==> config.mk <==
export PLATFORM = sky130hd
export DESIGN_NAME = ym3438_bus_master
export DESIGN_NICKNAME = d
export VERILOG_FILES = /design/src/rtl/ym3438_bus_master.sv
export SDC_FILE = /design/constraint.sdc
export NUM_CORES = 1
export LEC_CHECK = 0
export ABC_AREA = 1
export CORE_MARGIN = 1
export CORE_UTILIZATION = 50
export CTS_CLUSTER_SIZE = 12
export DETAILED_ROUTE_END_ITERATION = 8
export PLACE_DENSITY = 0.87
export SYNTH_ARGS = -nofsm -noshare
export SYNTH_HDL_FRONTEND = slang
export SYNTH_SLANG_ARGS = --single-unit
==> constraint.sdc <==
create_clock -name MCLK -period 1.96 [get_ports MCLK]
set_input_delay 0.392 -clock MCLK [delete_from_list [all_inputs] [get_ports MCLK]]
set_output_delay 0.392 -clock MCLK [all_outputs]
set_load 0.01 [all_outputs]
==> src/rtl/ym3438_bus_master.sv <==
// Host-side YM3438 CPU bus initiator: address write, data write, then optional
// busy-flag polling of the status register. Every output is registered.
module ym3438_bus_master #(
    parameter int unsigned SETUP_CYCLES  = 2,
    parameter int unsigned STROBE_CYCLES = 4,
    parameter int unsigned HOLD_CYCLES   = 2,
    parameter int unsigned POLL_EN       = 1,
    parameter int unsigned POLL_LIMIT    = 255
) (
    input  logic       MCLK,
    input  logic       reset,
    input  logic       req_valid,
    output logic       req_ready,
    input  logic       req_bank,
    input  logic [7:0] req_addr,
    input  logic [7:0] req_data,
    output logic       done,
    output logic       timeout,
    output logic [7:0] last_status,
    output logic       CS,
    output logic       WR,
    output logic       RD,
    output logic [1:0] ADDRESS,
    output logic [7:0] bus_data_o,
    output logic       bus_data_oe,
    input  logic [7:0] bus_data_i
);

    localparam int unsigned MAX_SW = (SETUP_CYCLES > STROBE_CYCLES) ? SETUP_CYCLES : STROBE_CYCLES;
    localparam int unsigned MAX_C  = (MAX_SW > HOLD_CYCLES) ? MAX_SW : HOLD_CYCLES;
    localparam int unsigned CW     = (MAX_C > 1) ? $clog2(MAX_C) : 1;

    localparam logic [CW-1:0] S_LD  = CW'(SETUP_CYCLES - 1);
    localparam logic [CW-1:0] W_LD  = CW'(STROBE_CYCLES - 1);
    localparam logic [CW-1:0] H_LD  = CW'(HOLD_CYCLES - 1);
    localparam logic [7:0]    LIMIT = 8'(POLL_LIMIT);

    typedef enum logic [3:0] {
        IDLE, A_SETUP, A_STROBE, A_HOLD, D_SETUP, D_STROBE, D_HOLD,
        P_SETUP, P_STROBE, P_HOLD
    } state_t;

    state_t        state, state_n;
    logic [CW-1:0] cnt, cnt_n;
    logic [7:0]    poll_cnt, poll_n;
    logic          bank_q, bank_n;
    logic [7:0]    addr_q, addr_n, data_q, data_n;
    logic          sample, done_n, timeout_n;
    logic          cs_n, wr_n, rd_n, oe_n;
    logic [1:0]    address_n;
    logic [7:0]    dout_n;
    logic          last_cnt;

    assign last_cnt = (cnt == '0);

    always_comb begin
        state_n   = state;
        cnt_n     = cnt - CW'(1);
        poll_n    = poll_cnt;
        bank_n    = bank_q;
        addr_n    = addr_q;
        data_n    = data_q;
        sample    = 1'b0;
        done_n    = 1'b0;
        timeout_n = 1'b0;
        case (state)
            IDLE: begin
                cnt_n = cnt;
                if (req_valid && req_ready) begin
                    bank_n  = req_bank;
                    addr_n  = req_addr;
                    data_n  = req_data;
                    poll_n  = '0;
                    state_n = A_SETUP;
                    cnt_n   = S_LD;
                end
            end
            A_SETUP:  if (last_cnt) begin state_n = A_STROBE; cnt_n = W_LD; end
            A_STROBE: if (last_cnt) begin state_n = A_HOLD;   cnt_n = H_LD; end
            A_HOLD:   if (last_cnt) begin state_n = D_SETUP;  cnt_n = S_LD; end
            D_SETUP:  if (last_cnt) begin state_n = D_STROBE; cnt_n = W_LD; end
            D_STROBE: if (last_cnt) begin state_n = D_HOLD;   cnt_n = H_LD; end
            D_HOLD: begin
                if (last_cnt) begin
                    if (POLL_EN != 0) begin
                        state_n = P_SETUP;
                        cnt_n   = S_LD;
                    end else begin
                        state_n = IDLE;
                        done_n  = 1'b1;
                    end
                end
            end
            P_SETUP:  if (last_cnt) begin state_n = P_STROBE; cnt_n = W_LD; end
            P_STROBE: begin
                if (last_cnt) begin
                    sample  = 1'b1;
                    poll_n  = (poll_cnt == LIMIT) ? poll_cnt : poll_cnt + 8'd1;
                    state_n = P_HOLD;
                    cnt_n   = H_LD;
                end
            end
            P_HOLD: begin
                // last_status was captured at the end of P_STROBE, so it is stable here
                if (last_cnt) begin
                    if (!last_status[7] || poll_cnt == LIMIT) begin
                        state_n   = IDLE;
                        done_n    = 1'b1;
                        timeout_n = last_status[7];
                    end else begin
                        state_n = P_SETUP;
                        cnt_n   = S_LD;
                    end
                end
            end
            default: state_n = IDLE;
        endcase
    end

    // Output values are decoded from the next state so they register alongside it.
    always_comb begin
        cs_n      = 1'b1;
        wr_n      = 1'b1;
        rd_n      = 1'b1;
        oe_n      = 1'b0;
        address_n = '0;
        dout_n    = '0;
        case (state_n)
            A_SETUP, A_STROBE, A_HOLD: begin
                address_n = {bank_n, 1'b0};
                dout_n    = addr_n;
                oe_n      = 1'b1;
                if (state_n == A_STROBE) begin cs_n = 1'b0; wr_n = 1'b0; end
            end
            D_SETUP, D_STROBE, D_HOLD: begin
                address_n = {bank_n, 1'b1};
                dout_n    = data_n;
                oe_n      = 1'b1;
                if (state_n == D_STROBE) begin cs_n = 1'b0; wr_n = 1'b0; end
            end
            P_STROBE: begin
                cs_n = 1'b0;
                rd_n = 1'b0;
            end
            default: ;
        endcase
    end

    always_ff @(posedge MCLK) begin
        if (reset) begin
            state       <= IDLE;
            cnt         <= '0;
            poll_cnt    <= '0;
            bank_q      <= 1'b0;
            addr_q      <= '0;
            data_q      <= '0;
            req_ready   <= 1'b0;
            done        <= 1'b0;
            timeout     <= 1'b0;
            last_status <= '0;
            CS          <= 1'b1;
            WR          <= 1'b1;
            RD          <= 1'b1;
            ADDRESS     <= '0;
            bus_data_o  <= '0;
            bus_data_oe <= 1'b0;
        end else begin
            state       <= state_n;
            cnt         <= cnt_n;
            poll_cnt    <= poll_n;
            bank_q      <= bank_n;
            addr_q      <= addr_n;
            data_q      <= data_n;
            req_ready   <= (state_n == IDLE);
            done        <= done_n;
            timeout     <= timeout_n;
            if (sample) last_status <= bus_data_i;
            CS          <= cs_n;
            WR          <= wr_n;
            RD          <= rd_n;
            ADDRESS     <= address_n;
            bus_data_o  <= dout_n;
            bus_data_oe <= oe_n;
        end
    end

endmodule

---- Word-level counts from Yosys, hierarchy flattened ----
Index checks and enable logic that the tools add are counted.
storage, ports and cells
  register bits after elaboration ......... 56
  bits of input ports ..................... 28
  logic and storage cells ................. 95
operators by class
  reductions and logical operators ........ 15
  add/subtract/negate cells ............... 2
  bitwise gates (word level) .............. 3
  muxes and demuxes ....................... 39
  equality and inequality tests ........... 20
operators by type and width
  kind                                                                    count
  8-bit 2-to-1 mux                                                        7
  4-bit 2-to-1 mux                                                        10
  4-bit one-hot mux with 10 select lines                                  1
  8-bit one-hot mux with 2 select lines                                   2
  4-bit by 3-bit equality test with 1-bit output (second input constant)  7
  4-bit by 2-bit equality test with 1-bit output (second input constant)  4
  4-bit equality test (second input constant)                             3
  3-bit OR reduction                                                      4
  2-bit 2-to-1 mux                                                        5
  1-bit 2-to-1 mux                                                        9
  8-bit by 1-bit adder with 8-bit output (second input constant)          1
  4-bit by 1-bit equality test with 1-bit output (second input constant)  2
  8-bit equality test (second input constant)                             1
  4-bit logical NOT                                                       2
  2-bit one-hot mux with 4 select lines                                   1
  2-bit != test (second input constant)                                   3
  6-bit OR reduction                                                      1
  5-bit OR reduction                                                      1
  2-bit one-hot mux with 2 select lines                                   1
  4-bit AND reduction                                                     1
  4-bit OR reduction                                                      1
  3-bit 2-to-1 mux                                                        1
  1-bit inverter                                                          3
  1-bit one-hot mux with 3 select lines                                   1
  other kinds (7)                                                         7

---- Logic depth before layout (Yosys ltp) ----
Gate-level depths: netlist (run 1).
  depth after elaboration ................. 8
  mapped depth ............................ 15
  mapped depth without buffers ............ 15

---- Worst setup path before layout (run 1) ----
OpenSTA, ideal clock, no wires.
  path kind ............................... reg-to-reg
  from .................................... reg cnt[0]
  to ...................................... reg ADDRESS[1]
  library setup time ...................... 112 ps
  cell stages (with the launch flop) ...... 14
  arrival time ............................ 1662 ps
  slack ................................... 186 ps
  path buffers ............................ 1
  path through ............................ dfxtp_1 -> inv_1 -> ha_1 -> buf_2 -> nor2_1 -> nor2_1 -> nor2_1 -> nand3_1 -> nor2_1 -> nand3_1 -> nand2_1 -> nand2_1 -> inv_2 -> nor2_1
on the way
  cells in the longest elaborated chain, start to end .. 6
RTL lines
  element                                                                       line  text
  from (decl)                                                                   44    logic [CW-1:0] cnt, cnt_n;
  from (signal assigned)                                                        169   cnt <= cnt_n;
  2-bit logical NOT (*)                                                         54    assign last_cnt = (cnt == '0);
  4-bit 2-to-1 mux, or another cell as far along                                105   if (last_cnt) begin
  4-bit one-hot mux with 10 select lines (*)                                    66    case (state)
  4-bit by 3-bit equality test with 1-bit output, or another cell as far along  128   case (state_n)
  3-bit OR reduction                                                            128
  2-bit one-hot mux with 2 select lines (*)                                     128
  to (signal assigned)                                                          181   ADDRESS <= address_n;
  to (decl)                                                                     23    output logic [1:0] ADDRESS,
Every way passes the cells marked *; elsewhere a longest branch is shown, timed or not.
A chain may end at the register's enable or synchronous reset.

---- Worst setup path after layout (run 1) ----
  from .................................... reg poll_cnt[0]
  to ...................................... reg bus_data_o[3]
on the way
  cells in the longest elaborated chain, start to end .. 8
RTL lines
  element                                                                       line  text
  from (decl)                                                                   45    logic [7:0] poll_cnt, poll_n;
  from (signal assigned)                                                        170   poll_cnt <= poll_n;
  8-bit equality test (*)                                                       106   if (!last_status[7] || poll_cnt == LIMIT) begin
  1-bit logical OR (*)                                                          106
  3-bit 2-to-1 mux (*)                                                          106
  4-bit 2-to-1 mux (*)                                                          105
  4-bit one-hot mux with 10 select lines (*)                                    66
  4-bit by 3-bit equality test with 1-bit output, or another cell as far along  128
  3-bit OR reduction                                                            128
  8-bit one-hot mux with 2 select lines (*)                                     128
  to (signal assigned)                                                          182   bus_data_o <= dout_n;
  to (decl)                                                                     24    output logic [7:0] bus_data_o,
Marked as above.

==> results of run 1 <==
-- layout by cell type, fill, tap and decap left out, types with 2 or more instances in the layout --
cell type / netlist / routed
buf_4: 2 / 12
o211ai_1: 3 / 3
nand2_2: 5 / 8
nand2_1: 54 / 51
nand2_4: 4 / 4
nand4_1: 4 / 4
dfxtp_2: 0 / 4
nor3b_1: 2 / 2
nor2_1: 66 / 64
nor2_4: 3 / 4
inv_2: 5 / 5
o21ai_0: 30 / 29
nand3_1: 21 / 20
dfxtp_1: 56 / 52
nor3_1: 7 / 7
nor2_2: 5 / 6
clkbuf_8: 0 / 5
a21oi_1: 8 / 8
nor2_8: 2 / 2
buf_12: 0 / 2
inv_1: 24 / 24
clkdlybuf4s50_1: 0 / 52
-- cell families (layout without fill, tap and decap cells) --
family	Yosys count	count (layout)	synth area share
mux	1	1	0.00459
fa+ha+maj	3	3	0.0153
simple gates	175	175	0.339
compound gates	49	49	0.118
flops	56	56	0.457
buf+inv	39	105	0.0648
-- Yosys cell counts (all sizes together) --
| cell | number |
|---|---|
| o21ai | 30 |
| dfxtp | 56 |
| a21oi | 9 |
| nand3 | 21 |
| buf | 4 |
| ha | 3 |
| o21bai | 1 |
| nor3 | 7 |
| nand3b | 1 |
| o211a | 1 |
| o31ai | 1 |
| o2111ai | 1 |
| o211ai | 3 |
| nand4 | 5 |
| nor3b | 2 |
| clkbuf | 4 |
| nor2 | 76 |
| mux2 | 1 |
| nand2 | 63 |
| a31oi | 1 |
| inv | 30 |
| clkinv | 1 |
| a31o | 1 |
| a211oi | 1 |
-- final cells by class --
class,count,area (um2),area share
Multi-Input combinational cell,228,1210,0.369
Clock buffer,6,72.6,0.0222
Inverter,31,119,0.0363
Sequential cell,56,1130,0.344
Clock inverter,2,13.8,0.00420
Tap cell,67,83.8,0.0256
Timing Repair Buffer,66,651,0.199
-- layer usage --
metal	vias up	share of wire	track usage
li1	1173	-	-
met3	6	0.053	0.0667
met4	0	0.014	0.0806
met5	-	0	0
met1	1081	0.44	0.291
met2	61	0.49	0.397
-- worst max-delay path, stage by stage, from the launching register on --
cell and delay, ns:
dfxtp_2 0.36, ha_2 0.21, inv_1 0.07, nor2_2 0.12
nand2_2 0.10, nand4_1 0.19, nand2_1 0.07, inv_1 0.09
nand2_1 0.16, buf_4 0.21, nand3_1 0.10, nand2_1 0.07
-- through the flow --
step	power, W	instances	util	hold slack [ns]
after floorplan	0.00228	323	-	0.436
after CTS	0.00339	455	0.683	0.479
final	0.00344	456	0.693	0.479
after detailed placement	0.00277	447	0.664	0.457
after global placement	0.00274	447	0.664	0.451
after global routing	0.00369	456	0.693	0.498
-- path summary, 6_finish.rpt --
kind | start | end | cells past startpoint
max | poll_cnt[0] | bus_data_o[3] | 11
min | poll_cnt[7] | poll_cnt[7] | 1
max reg2reg | poll_cnt[0] | bus_data_o[3] | 11
min reg2reg | poll_cnt[7] | poll_cnt[7] | 1
-- power groups by stage --
stage / Sequential (W) / Clock [W] / Combinational, W
floorplan: 0.00146 / 0 / 0.000828
global placement: 0.00146 / 0 / 0.00128
detailed placement: 0.00146 / 0 / 0.00131
finish: 0.00144 / 0.000627 / 0.00137
global route: 0.00146 / 0.000684 / 0.00154
CTS: 0.00144 / 0.000638 / 0.00131
-- state kept, by name, indices dropped and copies added, names as in the netlist, 2 cells and up --
name,flops
addr_q,8
bus_data_o,8
data_q,8
last_status,8
poll_cnt,8
state,4
ADDRESS,2
cnt,2
-- repair_timing --
action                     4_1_cts  5_1_grt
resized for setup                0       15
setup endpoints to repair        0       15
hold buffers                     0        0
setup buffers                    0        1
==> results.json, run 1 <==
{
  "slew_violations": 0,
  "outcome": "complete, no violations",
  "die_w_um": 72.0,
  "irDropWorstVdd_mv": 0.551,
  "p_switching_w": 0.00128,
  "via_per_inst": 5.09,
  "drt_pass1_iterations": 5,
  "row_count": 25,
  "synth_top_cell_by_area": "dfxtp_1",
  "cp_data_required_time_ns": 2.17,
  "start_util": 0.519,
  "preCtsSetupSlack_ns": 0.0604,
  "core-area_um2": 4720,
  "grt_max_degree": 18,
  "cap_violations": 0,
  "fin_crit_sh": 0.944,
  "area_growth_pct": 33.6,
  "period_minus_slack_ns": 1.85,
  "yosysSeqAreaShare": 0.457,
  "antenna_found_initial": 0,
  "yosys_warnings": 0,
  "io_buffers": 52,
  "drive_above_1_share": 0.162,
  "drtAntennaViolNets": 0,
  "insertion_delay_ns": 0.31,
  "worstSetupPathType": "flop to flop",
  "ys_types": 34,
  "overflow": 0,
  "powerDensity_nw_per_um2": 1050,
  "syn_inst": 323,
  "max_freq_ghz": 0.541,
  "power_frac_comb": 0.399,
  "yosysTopAreaCellShare": 0.457,
  "dieArea_um2": 5190,
  "tightest_slew_ns": 0.309,
  "place_area_um2": 3140,
  "hp-class": "flop to flop",
  "diodes": 0,
  "rsz0062_at_grt": "yes",
  "grt_pass1_vias": 2139,
  "grt_pass1_wl_um": 9520,
  "hold_viol": 0,
  "clockBufferDepth": 2,
  "finClkSkew_ns": 0.00607,
  "h-tree-depth": 2,
  "wl_per_cell_um": 12.3,
  "synth_area_leaders": "dfxtp_1 (46%), nor2_1 (10%), nand2_1 (8.3%)",
  "routed_wl_um": 5610,
  "syn_avg_cell_area_um2": 7.59,
  "cts.clk_slew.worst_paths_ns": 0.10,
  "worst_slew_margin_rel": 0.794,
  "r2r_slack_ns": 0.11,
  "fillers": 376,
  "die_h_um": 72.0,
  "sw_frac_of_total": 0.371,
  "clkSinkCount": 56,
  "syn-num-nets": 354,
  "startpoint_type": "flop",
  "place.gp.congestion": 0.886,
  "fin_nets": 419,
  "setup_tns_ns": 0,
  "finalSetupViolCount": 0,
  "num_vias": 2321,
  "intPower_w": 0.00216,
  "place_hpwl_um": 4190,
  "ys_ff_latch": 56,
  "crit_path_end_kind": "flop",
  "track_usage": 0.236,
  "ios": 53,
  "drtIter0Drc": 167,
  "p_seq_frac": 0.419,
  "cts_tree": "built",
  "design_area_um2": 3270,
  "layout_setup_ws_ns": 0.111,
  "cp_max_fo": 6,
  "syn_area_um2": 2450,
  "p_clk_frac": 0.182,
  "power.leakage_nw": 1.47,
  "cts_made_buffers": 5,
  "worstPathArrival_ns": 2.06,
  "drc": 0,
  "root_buffer": "clkbuf_8"
}
Power figures use the tool's default switching activity.
==> run 2, diff against run 1 <==
--- a/config.mk
+++ b/config.mk
@@ -7,10 +7,10 @@
 export LEC_CHECK = 0
 export ABC_AREA = 1
 export CORE_MARGIN = 1
-export CORE_UTILIZATION = 50
+export CORE_UTILIZATION = 54
 export CTS_CLUSTER_SIZE = 12
 export DETAILED_ROUTE_END_ITERATION = 8
-export PLACE_DENSITY = 0.87
+export PLACE_DENSITY = 0.92
 export SYNTH_ARGS = -nofsm -noshare
 export SYNTH_HDL_FRONTEND = slang
 export SYNTH_SLANG_ARGS = --single-unit
==> constraint.sdc (replaced) <==
create_clock -name MCLK -period 2.4 [get_ports MCLK]
set_input_delay 0.48 -clock MCLK [delete_from_list [all_inputs] [get_ports MCLK]]
set_output_delay 0.48 -clock MCLK [all_outputs]
set_load 0.01 [all_outputs]
==> run 2 against run 1 <==
  * Register-to-register slack gained 0.24 ns
  * Flip-flop and latch count unchanged
  * Via count is the same
  * Design area is 4.6% lower
  * Wire length increased by 1.1%
  * Non-clock buffer count shrank 9
  * Sequential share of layout area rose by 1.5 points
  * Clock skew up 0.0031 ns
  * Largest cell class unchanged
==> results.json, run 2 (synthesis results as in run 1) <==
{
  "grt_pass1_wl_um": 9850,
  "die_h_um": 69.4,
  "layout_setup_ws_ns": 0.352,
  "rsz0062_at_grt": "no",
  "cts_made_buffers": 5,
  "worstSetupPathType": "flop to flop",
  "hold_viol": 0,
  "root_buffer": "clkbuf_8",
  "drtAntennaViolNets": 0,
  "cp_max_fo": 9,
  "crit_path_end_kind": "flop",
  "postCtsHoldBufs": 0,
  "drc": 0,
  "die_w_um": 69.4,
  "layout_commonest_cell": "nor2_1",
  "place.gp.congestion": 0.963,
  "start_util": 0.563,
  "wl_per_cell_um": 13.1,
  "p_seq_frac": 0.436,
  "routed_wl_um": 5670,
  "max_freq_ghz": 0.488,
  "core-area_um2": 4350,
  "cts_tree": "built",
  "via_per_inst": 5.37,
  "preCtsSetupSlack_ns": 0.220,
  "layout_common_cells": "nor2_1 (66), dfxtp_1 (56), nand2_1 (54), clkdlybuf4s50_1 (52), o21ai_0 (30)",
  "layout.cells.non_filler": 432,
  "crit_top_cell": "nand2_1",
  "grt_pass1_vias": 2236,
  "num_vias": 2321,
  "power.leakage_nw": 1.40,
  "insertion_delay_ns": 0.32,
  "slowest_delay_ns": 0.35,
  "dp_cells": 424,
  "fin_nets": 410,
  "drtIter0Drc": 225,
  "path_buf_inv": 3,
  "cts.clk_slew.worst_paths_ns": 0.10,
  "ios": 53,
  "grt_max_degree": 19,
  "overflow": 0,
  "track_usage": 0.258,
  "worstPathArrival_ns": 2.27,
  "p_clk_frac": 0.194,
  "sw_frac_of_total": 0.379,
  "place_hpwl_um": 4090,
  "p_switching_w": 0.00102,
  "period_minus_slack_ns": 2.05,
  "setup_tns_ns": 0,
  "clockBufferDepth": 2,
  "finClkSkew_ns": 0.00916,
  "cp_data_required_time_ns": 2.62,
  "drive_above_1_share": 0.113,
  "row_count": 24,
  "powerDensity_nw_per_um2": 861,
  "drt_pass1_iterations": 4,
  "dieArea_um2": 4810,
  "hp-class": "flop to flop",
  "startpoint_type": "flop",
  "finalSetupViolCount": 0,
  "power_frac_comb": 0.371,
  "fin_crit_sh": 0.853,
  "h-tree-depth": 2,
  "slew_violations": 0,
  "irDropWorstVdd_mv": 0.448,
  "cp_cell_sequence": "inv_1 -> ha_2 -> inv_2 -> o211ai_1 -> nand3_1 -> nor2_1 -> nand3_1 -> nand2_1 -> inv_2 -> nand2_1 -> nand2_1",
  "antenna_found_initial": 0,
  "diodes": 0,
  "tightest_slew_ns": 0.363,
  "clkSinkCount": 56,
  "path_delay_family": "simple AND/OR/NAND/NOR gates",
  "io_buffers": 52,
  "intPower_w": 0.00167,
  "outcome": "complete, no violations",
  "area_growth_pct": 27.4,
  "worst_slew_margin_rel": 0.758,
  "cap_violations": 0,
  "cp_slowest_cell": "dfxtp_1"
}
## run 2: cell types whose count changed in the layout (fill, tap and decap cells not counted), sizes merged
cell / delta
buf: -9
## run 2: timing repair
| action | 4_1_cts | 5_1_grt |
|---|---|---|
| setup buffers | 0 | 0 |
| setup endpoints to repair | 0 | 4 |
| resized for setup | 0 | 1 |
## run 2: area by class of cell
cell class | instances | area [um2]
inverter | 31 | 119
sequential | 56 | 1120
clock buffer | 6 | 72.6
fill | 346 | 1230
tap | 52 | 65.1
timing repair buffer | 57 | 558
clock inverter | 2 | 13.8
multi-input combinational | 228 | 1170
## run 2: worst paths after layout
kind	endpoint	start	slack, ns	cells past startpoint
setup / recovery	bus_data_o[2]	cnt[0]	0.35	11
setup reg to reg	bus_data_o[2]	cnt[0]	0.35	11
hold reg to reg	poll_cnt[7]	poll_cnt[7]	0.48	1
hold / removal	poll_cnt[7]	poll_cnt[7]	0.48	1
## run 2: per-stage QoR
| step | hold WS (ns) | total power, W | util | cell area, um2 |
|---|---|---|---|---|
| after floorplan | 0.436 | 0.00187 | - | 2450 |
| after global placement | 0.450 | 0.00213 | 0.697 | 3030 |
| after detailed placement | 0.457 | 0.00217 | 0.697 | 3030 |
| after CTS | 0.478 | 0.00269 | 0.717 | 3120 |
| after global routing | 0.496 | 0.00286 | 0.717 | 3120 |
| final | 0.475 | 0.00269 | 0.717 | 3120 |
## run 2: routing by layer
layer | GRT usage | part of all wire
met1 | 0.307 | 0.42
met2 | 0.443 | 0.48
met3 | 0.0654 | 0.071
met4 | 0.102 | 0.023
met5 | 0 | 0
## run 2: power by group through the flow
| stage | combinational, W | sequential (W) | clock (W) |
|---|---|---|---|
| 5_1_grt | 0.00111 | 0.00119 | 0.000559 |
| 4_1_cts | 0.000988 | 0.00117 | 0.000528 |
| 6_report | 0.000996 | 0.00117 | 0.000521 |
| 2_1_floorplan | 0.000676 | 0.00119 | 0 |
| 3_5_place_dp | 0.000978 | 0.00119 | 0 |
| 3_3_place_gp | 0.000947 | 0.00118 | 0 |
